==> src/rtl/frag_input_buffer_ctrl.sv <==
// Input-buffer manager: writes fragments into PBM cells, issues flow lookups and
// enqueues {last_frag, bufid} (or returns the bufid) as lookup results come back.

module frag_pend_fifo #(
  parameter int W  = 11,
  parameter int AW = 2
) (
  input  logic         i_clk,
  input  logic         i_rst_n,
  input  logic         i_push,
  input  logic [W-1:0] iv_wdata,
  input  logic         i_pop,
  output logic [W-1:0] ov_rdata,
  output logic         o_full,
  output logic         o_empty
);
  localparam int DEPTH = 1 << AW;

  logic [W-1:0]  r_mem [DEPTH];
  logic [AW-1:0] r_wp, r_rp;
  logic [AW:0]   r_cnt;
  logic          w_push, w_pop;

  assign o_full   = (r_cnt == (AW+1)'(DEPTH));
  assign o_empty  = (r_cnt == '0);
  assign ov_rdata = r_mem[r_rp];
  assign w_pop    = i_pop && !o_empty;
  assign w_push   = i_push && (!o_full || w_pop);

  always_ff @(posedge i_clk or negedge i_rst_n) begin
    if (!i_rst_n) begin
      r_wp  <= '0;
      r_rp  <= '0;
      r_cnt <= '0;
      for (int i = 0; i < DEPTH; i++) r_mem[i] <= '0;
    end else begin
      if (w_push) begin
        r_mem[r_wp] <= iv_wdata;
        r_wp        <= r_wp + 1'b1;
      end
      if (w_pop) r_rp <= r_rp + 1'b1;
      case ({w_push, w_pop})
        2'b10:   r_cnt <= r_cnt + 1'b1;
        2'b01:   r_cnt <= r_cnt - 1'b1;
        default: r_cnt <= r_cnt;
      endcase
    end
  end
endmodule

module frag_input_buffer_ctrl #(
  parameter int BUFID_W   = 9,
  parameter int CELL_AW   = 3,
  parameter int QID_W     = 5,
  parameter int QDEPTH_AW = 4,
  parameter int PEND_AW   = 2
) (
  input  logic                          i_clk,
  input  logic                          i_rst_n,
  input  logic [133:0]                  iv_pkt_data,
  input  logic                          i_pkt_data_wr,
  input  logic [BUFID_W-1:0]            iv_bufid,
  input  logic                          i_bufid_wr,
  output logic                          o_bufid_ack,
  output logic [133:0]                  ov_pkt_ram_wdata,
  output logic                          o_pkt_ram_wr,
  output logic [BUFID_W+CELL_AW-1:0]    ov_pkt_ram_waddr,
  output logic [13:0]                   ov_flowid,
  output logic [3:0]                    ov_frag_id,
  output logic                          o_last_frag_flag,
  output logic                          o_flowid_wr,
  input  logic [QID_W-1:0]              iv_queue_id,
  input  logic [QDEPTH_AW-1:0]          iv_queue_usedw,
  input  logic                          i_queue_id_wr,
  output logic [BUFID_W:0]              ov_queue_ram_wdata,
  output logic                          o_queue_ram_wr,
  output logic [QID_W+QDEPTH_AW-1:0]    ov_queue_ram_waddr,
  output logic [BUFID_W-1:0]            ov_free_bufid,
  output logic                          o_free_bufid_wr,
  output logic                          o_ibm_discard_pulse,
  output logic                          o_trunc_pulse,
  output logic                          o_qfull_discard_pulse,
  output logic                          o_lookup_err_pulse
);
  localparam int CNT_W      = CELL_AW + 1;
  localparam int CELL_BEATS = 1 << CELL_AW;
  localparam int QAW        = QID_W + QDEPTH_AW;

  typedef enum logic [1:0] {IDLE, TRANS, DISC} state_t;

  typedef struct packed {
    logic               err;
    logic               last;
    logic [BUFID_W-1:0] bufid;
  } pend_t;

  state_t             r_state;
  logic [BUFID_W-1:0] r_bufid;
  logic [13:0]        r_flowid;
  logic [3:0]         r_frag_id;
  logic               r_last;
  logic               r_err;
  logic [CNT_W-1:0]   r_cnt;

  logic [1:0]         w_typ;
  logic               w_head, w_tail, w_cell_full;
  logic               w_push, w_pop_req, w_full, w_empty;
  pend_t              w_push_ent, w_pop_ent;
  logic [$bits(pend_t)-1:0] w_rdata;

  assign w_typ       = iv_pkt_data[133:132];
  assign w_head      = i_pkt_data_wr && (w_typ == 2'b01);
  assign w_tail      = i_pkt_data_wr && (w_typ == 2'b10);
  assign w_cell_full = (r_cnt == CNT_W'(CELL_BEATS));

  // A tail that itself overflows the cell must already carry the err flag.
  assign w_push     = (r_state == TRANS) && w_tail;
  assign w_push_ent = '{err: r_err | w_cell_full, last: r_last, bufid: r_bufid};
  assign w_pop_req  = i_queue_id_wr;
  assign w_pop_ent  = pend_t'(w_rdata);

  frag_pend_fifo #(.W($bits(pend_t)), .AW(PEND_AW)) u_pend (
    .i_clk    (i_clk),
    .i_rst_n  (i_rst_n),
    .i_push   (w_push),
    .iv_wdata (w_push_ent),
    .i_pop    (w_pop_req),
    .ov_rdata (w_rdata),
    .o_full   (w_full),
    .o_empty  (w_empty)
  );

  always_ff @(posedge i_clk or negedge i_rst_n) begin
    if (!i_rst_n) begin
      r_state             <= IDLE;
      r_bufid             <= '0;
      r_flowid            <= '0;
      r_frag_id           <= '0;
      r_last              <= 1'b0;
      r_err               <= 1'b0;
      r_cnt               <= '0;
      o_bufid_ack         <= 1'b0;
      ov_pkt_ram_wdata    <= '0;
      o_pkt_ram_wr        <= 1'b0;
      ov_pkt_ram_waddr    <= '0;
      ov_flowid           <= '0;
      ov_frag_id          <= '0;
      o_last_frag_flag    <= 1'b0;
      o_flowid_wr         <= 1'b0;
      o_ibm_discard_pulse <= 1'b0;
      o_trunc_pulse       <= 1'b0;
    end else begin
      o_bufid_ack         <= 1'b0;
      ov_pkt_ram_wdata    <= '0;
      o_pkt_ram_wr        <= 1'b0;
      ov_pkt_ram_waddr    <= '0;
      ov_flowid           <= '0;
      ov_frag_id          <= '0;
      o_last_frag_flag    <= 1'b0;
      o_flowid_wr         <= 1'b0;
      o_ibm_discard_pulse <= 1'b0;
      o_trunc_pulse       <= 1'b0;
      case (r_state)
        IDLE: begin
          if (w_head) begin
            if (i_bufid_wr && !w_full) begin
              ov_pkt_ram_wdata <= iv_pkt_data;
              o_pkt_ram_wr     <= 1'b1;
              ov_pkt_ram_waddr <= {iv_bufid, {CELL_AW{1'b0}}};
              o_bufid_ack      <= 1'b1;
              r_bufid          <= iv_bufid;
              r_flowid         <= iv_pkt_data[124:111];
              r_frag_id        <= iv_pkt_data[93:90];
              r_last           <= iv_pkt_data[94];
              r_err            <= 1'b0;
              r_cnt            <= CNT_W'(1);
              r_state          <= TRANS;
            end else begin
              o_ibm_discard_pulse <= 1'b1;
              r_state             <= DISC;
            end
          end
        end
        TRANS: begin
          if (i_pkt_data_wr) begin
            if (w_cell_full) begin
              r_err <= 1'b1;
              if (!r_err) o_trunc_pulse <= 1'b1;
            end else begin
              ov_pkt_ram_wdata <= iv_pkt_data;
              o_pkt_ram_wr     <= 1'b1;
              ov_pkt_ram_waddr <= {r_bufid, r_cnt[CELL_AW-1:0]};
              r_cnt            <= r_cnt + 1'b1;
            end
            if (w_tail) begin
              o_flowid_wr      <= 1'b1;
              ov_flowid        <= r_flowid;
              ov_frag_id       <= r_frag_id;
              o_last_frag_flag <= r_last;
              r_state          <= IDLE;
            end
          end
        end
        DISC: begin
          if (w_tail) r_state <= IDLE;
        end
        default: r_state <= IDLE;
      endcase
    end
  end

  // Lookup results come back in request order, so the FIFO head owns each result.
  always_ff @(posedge i_clk or negedge i_rst_n) begin
    if (!i_rst_n) begin
      ov_queue_ram_wdata    <= '0;
      o_queue_ram_wr        <= 1'b0;
      ov_queue_ram_waddr    <= '0;
      ov_free_bufid         <= '0;
      o_free_bufid_wr       <= 1'b0;
      o_qfull_discard_pulse <= 1'b0;
      o_lookup_err_pulse    <= 1'b0;
    end else begin
      ov_queue_ram_wdata    <= '0;
      o_queue_ram_wr        <= 1'b0;
      ov_queue_ram_waddr    <= '0;
      ov_free_bufid         <= '0;
      o_free_bufid_wr       <= 1'b0;
      o_qfull_discard_pulse <= 1'b0;
      o_lookup_err_pulse    <= 1'b0;
      if (i_queue_id_wr) begin
        if (w_empty) begin
          o_lookup_err_pulse <= 1'b1;
        end else if (w_pop_ent.err || (&iv_queue_usedw)) begin
          ov_free_bufid         <= w_pop_ent.bufid;
          o_free_bufid_wr       <= 1'b1;
          o_qfull_discard_pulse <= 1'b1;
        end else begin
          ov_queue_ram_wdata <= {w_pop_ent.last, w_pop_ent.bufid};
          o_queue_ram_wr     <= 1'b1;
          ov_queue_ram_waddr <= {iv_queue_id, {QDEPTH_AW{1'b0}}} + QAW'(iv_queue_usedw);
        end
      end
    end
  end
endmodule

==> config.mk <==
export PLATFORM = sky130hd
export DESIGN_NAME = frag_input_buffer_ctrl
export DESIGN_NICKNAME = d
export VERILOG_FILES = /design/src/rtl/frag_input_buffer_ctrl.sv
export SDC_FILE = /design/constraint.sdc
export NUM_CORES = 1
export LEC_CHECK = 0
export ABC_AREA = 0
export CAP_MARGIN = 20
export CORE_UTILIZATION = 35
export CTS_BUF_LIST = sky130_fd_sc_hd__clkbuf_8
export DETAILED_ROUTE_END_ITERATION = 16
export GPL_ROUTABILITY_DRIVEN = 0
export PLACE_DENSITY_LB_ADDON = 0.1
export SYNTH_ARGS = -nofsm -noshare
export SYNTH_HDL_FRONTEND = slang
export SYNTH_SLANG_ARGS = --single-unit
==> constraint.sdc <==
create_clock -name i_clk -period 2.25 [get_ports i_clk]
set_input_delay 0.5625 -clock i_clk [delete_from_list [all_inputs] [get_ports i_clk]]
set_output_delay 0.5625 -clock i_clk [all_outputs]
set_load 0.05 [all_outputs]
==> summary.txt <==
Detailed routing
  • Via count: roughly 6700
  • DRC: 0
  • Vias per inst: about 4.4
  • Number of DRC markers in iteration 0: 229
  • Final wirelength: 26100 microns
  • Pre-antenna DRT Iters: 4
  • Wirelength per Cell: 17.0 microns
  • Final ANT Viol Nets: 0

Synthesis
  • Main area contributors after synthesis: dfrtp_1 (69%), and2_1 (9.9%), mux2_2 (7.4%), mux4_2 (2.4%), buf_6 (1.3%)
  • Mapped cell area: 0.0104 sq mm
  • Post-synth EDFFs: 0
  • Post-synth top cells: dfrtp_1 (287), and2_1 (165), mux2_2 (68), and3_1 (20), inv_1 (14)
  • Yosys warns: 0
  • Synth area leader: dfrtp_1
  • Syn nets: 867
  • Most frequent cell after synthesis: dfrtp_1
  • Synth cell types: 49
  • Syn Inst Count: 700
  • Syn Area/Cell: between 10 and 15 sq um
  • Async SR Flop Fraction: 100%
  • Seq/Total Area, Yosys: just under 70%
  • FF+latch count, synth: around 290
  • Synth Flop Type: dfrtp_1
  • Synth top area share: 69.0%

Setup path
  • Worst R2R Setup Slack: 130 ps
  • CP top delay family: simple AND/OR/NAND/NOR gates
  • Crit-path max FO: 2
  • Buf/Inv on CP: 3
  • Worst path depth: 10
  • Critical path startpoint category: primary input
  • FF-to-FF End: u_pend.r_cnt[2]$_DFFE_PN0P_
  • Reg2reg start: u_pend.r_cnt[1]$_DFFE_PN0P_
  • Crit end category: flip-flop
  • Reg2Reg Depth: 9
  • CP Cell Sequence: clkdlybuf4s50_1 -> or4b_4 -> and2_4 -> inv_2 -> ha_4 -> inv_2 -> fa_2 -> xor2_1 -> nor2_1 -> xor2_1
  • Crit-path slowest cell: or4b_4
  • Worst path max stage delay: roughly 490 ps
  • CP Capture Point: u_pend.r_cnt[2]$_DFFE_PN0P_
  • WS Path Type: in2reg
  • Worst endpoint data arrival time: 2610 ps
  • CP Launch Point: i_queue_id_wr
  • CP required: 2730 ps

Floorplan
  • Die Height: 174 microns
  • Die width: 174 microns
  • Core Region: 0.0289 sq mm
  • Initial Util: 36.0%
  • Row count: 62
  • Top Ports: 359
  • Die area: 0.0304 sq mm

Clock network
  • Clock Tree Buf Depth: 3
  • CTS tree: built
  • CTS root buf: clkbuf_8
  • Clk slew on worst S/H paths: 50 ps
  • CTS Sinks: 287
  • # Post-CTS Setup Buffers: 0
  • Worst-Skew Late Latency: 560 ps
  • CTS H-tree depth: 2
  • Cts bufs inserted: 50

Global route
  • Gr ovfl total: 0
  • Largest net degree at the start of global routing: 60
  • GRT Overall Usage: 17.5%
  • First-pass GRT wire length: approximately 40000 microns
  • Initial antenna violation count: 0
  • Vias in the first global route: 7186

Hold path
  • Type of the most critical hold path: reg2reg

Power
  • NetSw: about 5.5 mW
  • Clock power share: 29.0%
  • Peak supply drop: around 0.51 mV
  • Sw Ratio: between 30% and 40%
  • P_int: 10.3 mW
  • Pwr dens: 1020 mW/mm^2
  • P_leak: 8.32 nW
  • Part of the power in combinational logic: between 20% and 30%
  • Sequential share of power: 41.6%

Timing
  • Final Skew: between 15 and 20 ps
  • Setup WS post-layout: around 120 ps
  • Fin. Hold Viols: 0
  • Slew margin rel.: 62.8%
  • Worst-Margin Slew: 560 ps
  • Max Freq: 469 MHz
  • Slew Limit Fails: 0
  • RSZ-0062 raised after global routing: no
  • Fin crit period: 2130 ps
  • # setup viols final: 0
  • Setup TNS: 0 ps
  • Period utilisation layout: 94.7%

Placement
  • Placed insts: between 1000 and 1500
  • IO buf count: 358
  • Post-DP HPWL: about 19000 microns
  • Worst slack, placed: -495 ps

Finish
  • Fin util: 53.4%
  • Final net count: 1286
  • Ant diodes: 0
  • Area Overhead vs Synth: 48.5%
  • Post-Layout Cell Count: 1537
  • Share of layout cells above drive strength 1: ~18%

Outcome
  • Status: completed

Flow run
  • Max Cap Viol: 0
==> layout by cell type, fill, tap and decap left out, types with 3 or more instances in the layout <==
cell type,n
and3_1,20
a21oi_1,4
mux2_2,68
nor3_1,3
nand2_1,10
xnor2_1,5
clkdlybuf4s50_1,155
dlygate4sd2_1,199
and2_1,164
nand3_1,8
o21ai_0,8
nor2_1,9
ha_1,8
buf_4,33
dfrtp_1,287
inv_2,3
clkbuf_8,65
inv_1,29
a22o_1,9
buf_12,12
a31oi_1,3
mux4_2,11
==> state kept, by name, indices dropped and copies added (netlist names), 9 cells and up <==
register and flops:
r_bufid 9, u_pend.r_mem 44, ov_free_bufid 9, ov_queue_ram_waddr 9, ov_flowid 14, ov_queue_ram_wdata 10, ov_pkt_ram_wdata 134, ov_pkt_ram_waddr 12
r_flowid 14
==> power by group through the flow <==
stage          Clock (mW)  Sequential [mW]  Combinational (mW)
2_1_floorplan           0             8.37                1.33
3_3_place_gp            0             6.66                5.02
3_5_place_dp            0             6.68                5.03
4_1_cts              4.77             6.58                4.70
5_1_grt              5.02             6.69                4.94
6_report             4.59             6.56                4.64
==> worst reg2reg max path, stage by stage (launching register included) <==
cell and delay (ps):
dfrtp_1 390, or4b_4 540, and2_4 160, inv_2 60
ha_4 130, inv_2 40, fa_2 340, xor2_1 140
nor2_1 110, xor2_1 140
==> through the flow <==
step | power, mW | instance area, sq um | hold WS, ps
2_1_floorplan | 9.70 | 10400 | 267
3_3_place_gp | 11.7 | 14700 | 455
3_5_place_dp | 11.7 | 14700 | 459
4_1_cts | 16.1 | 15400 | 468
5_1_grt | 16.7 | 15500 | 483
6_report | 15.8 | 15500 | 465
==> timing repair <==
action	CTS	global route
endpoints found under the hold margin	42	0
pin swaps	0	4
endpoints found under the setup margin	199	1
hold buffers	1	0
resized for setup	199	3
==> routing by layer <==
metal	GRT usage [%]	part of all wire, %
met3	7.39	9.8
met1	21.1	40
met2	28.6	48
met4	4.86	1.7
met5	0	0
==> how the worst min path moves through the flow <==
stage | start | to | slack [ps] | cells past startpoint
4_1_cts | r_flowid[6]$_DFFE_PN0P_ | ov_flowid[6]$_DFF_PN0_ | 470 | 1
3_3_place_gp | r_flowid[11]$_DFFE_PN0P_ | ov_flowid[11]$_DFF_PN0_ | 460 | 1
2_1_floorplan | i_rst_n | o_bufid_ack$_DFF_PN0_ | 270 | 0
6_report | r_flowid[6]$_DFFE_PN0P_ | ov_flowid[6]$_DFF_PN0_ | 460 | 1
3_5_place_dp | r_flowid[6]$_DFFE_PN0P_ | ov_flowid[6]$_DFF_PN0_ | 460 | 1
5_1_grt | r_flowid[3]$_DFFE_PN0P_ | ov_flowid[3]$_DFF_PN0_ | 480 | 1
==> area by class of cell <==
type	count	area (sq um)
Clock inverter	21	91.3
Tap cell	384	480
Sequential cell	287	7180
Timing Repair Buffer	401	3810
Inverter	15	56.3
Clock buffer	65	895
Fill cell	2604	13500
Multi-Input combinational cell	364	2940
==> logic make-up (layout without fill, tap and decap cells) <==
logic type                 count (synthesis)  in the layout  synth area share [%]
DFF                                      287            287                  69.0
and+or+nand+nor                          231            231                  13.8
muxes                                     81             81                  9.93
buffers and inverters                     49            502                  2.89
AOI/OAI and AO/OA                         35             35                  2.51
adders and majority gates                 10             10                  1.27
xor gates and xnor gates                   7              7                 0.589
(Power assumes the default switching activity.)
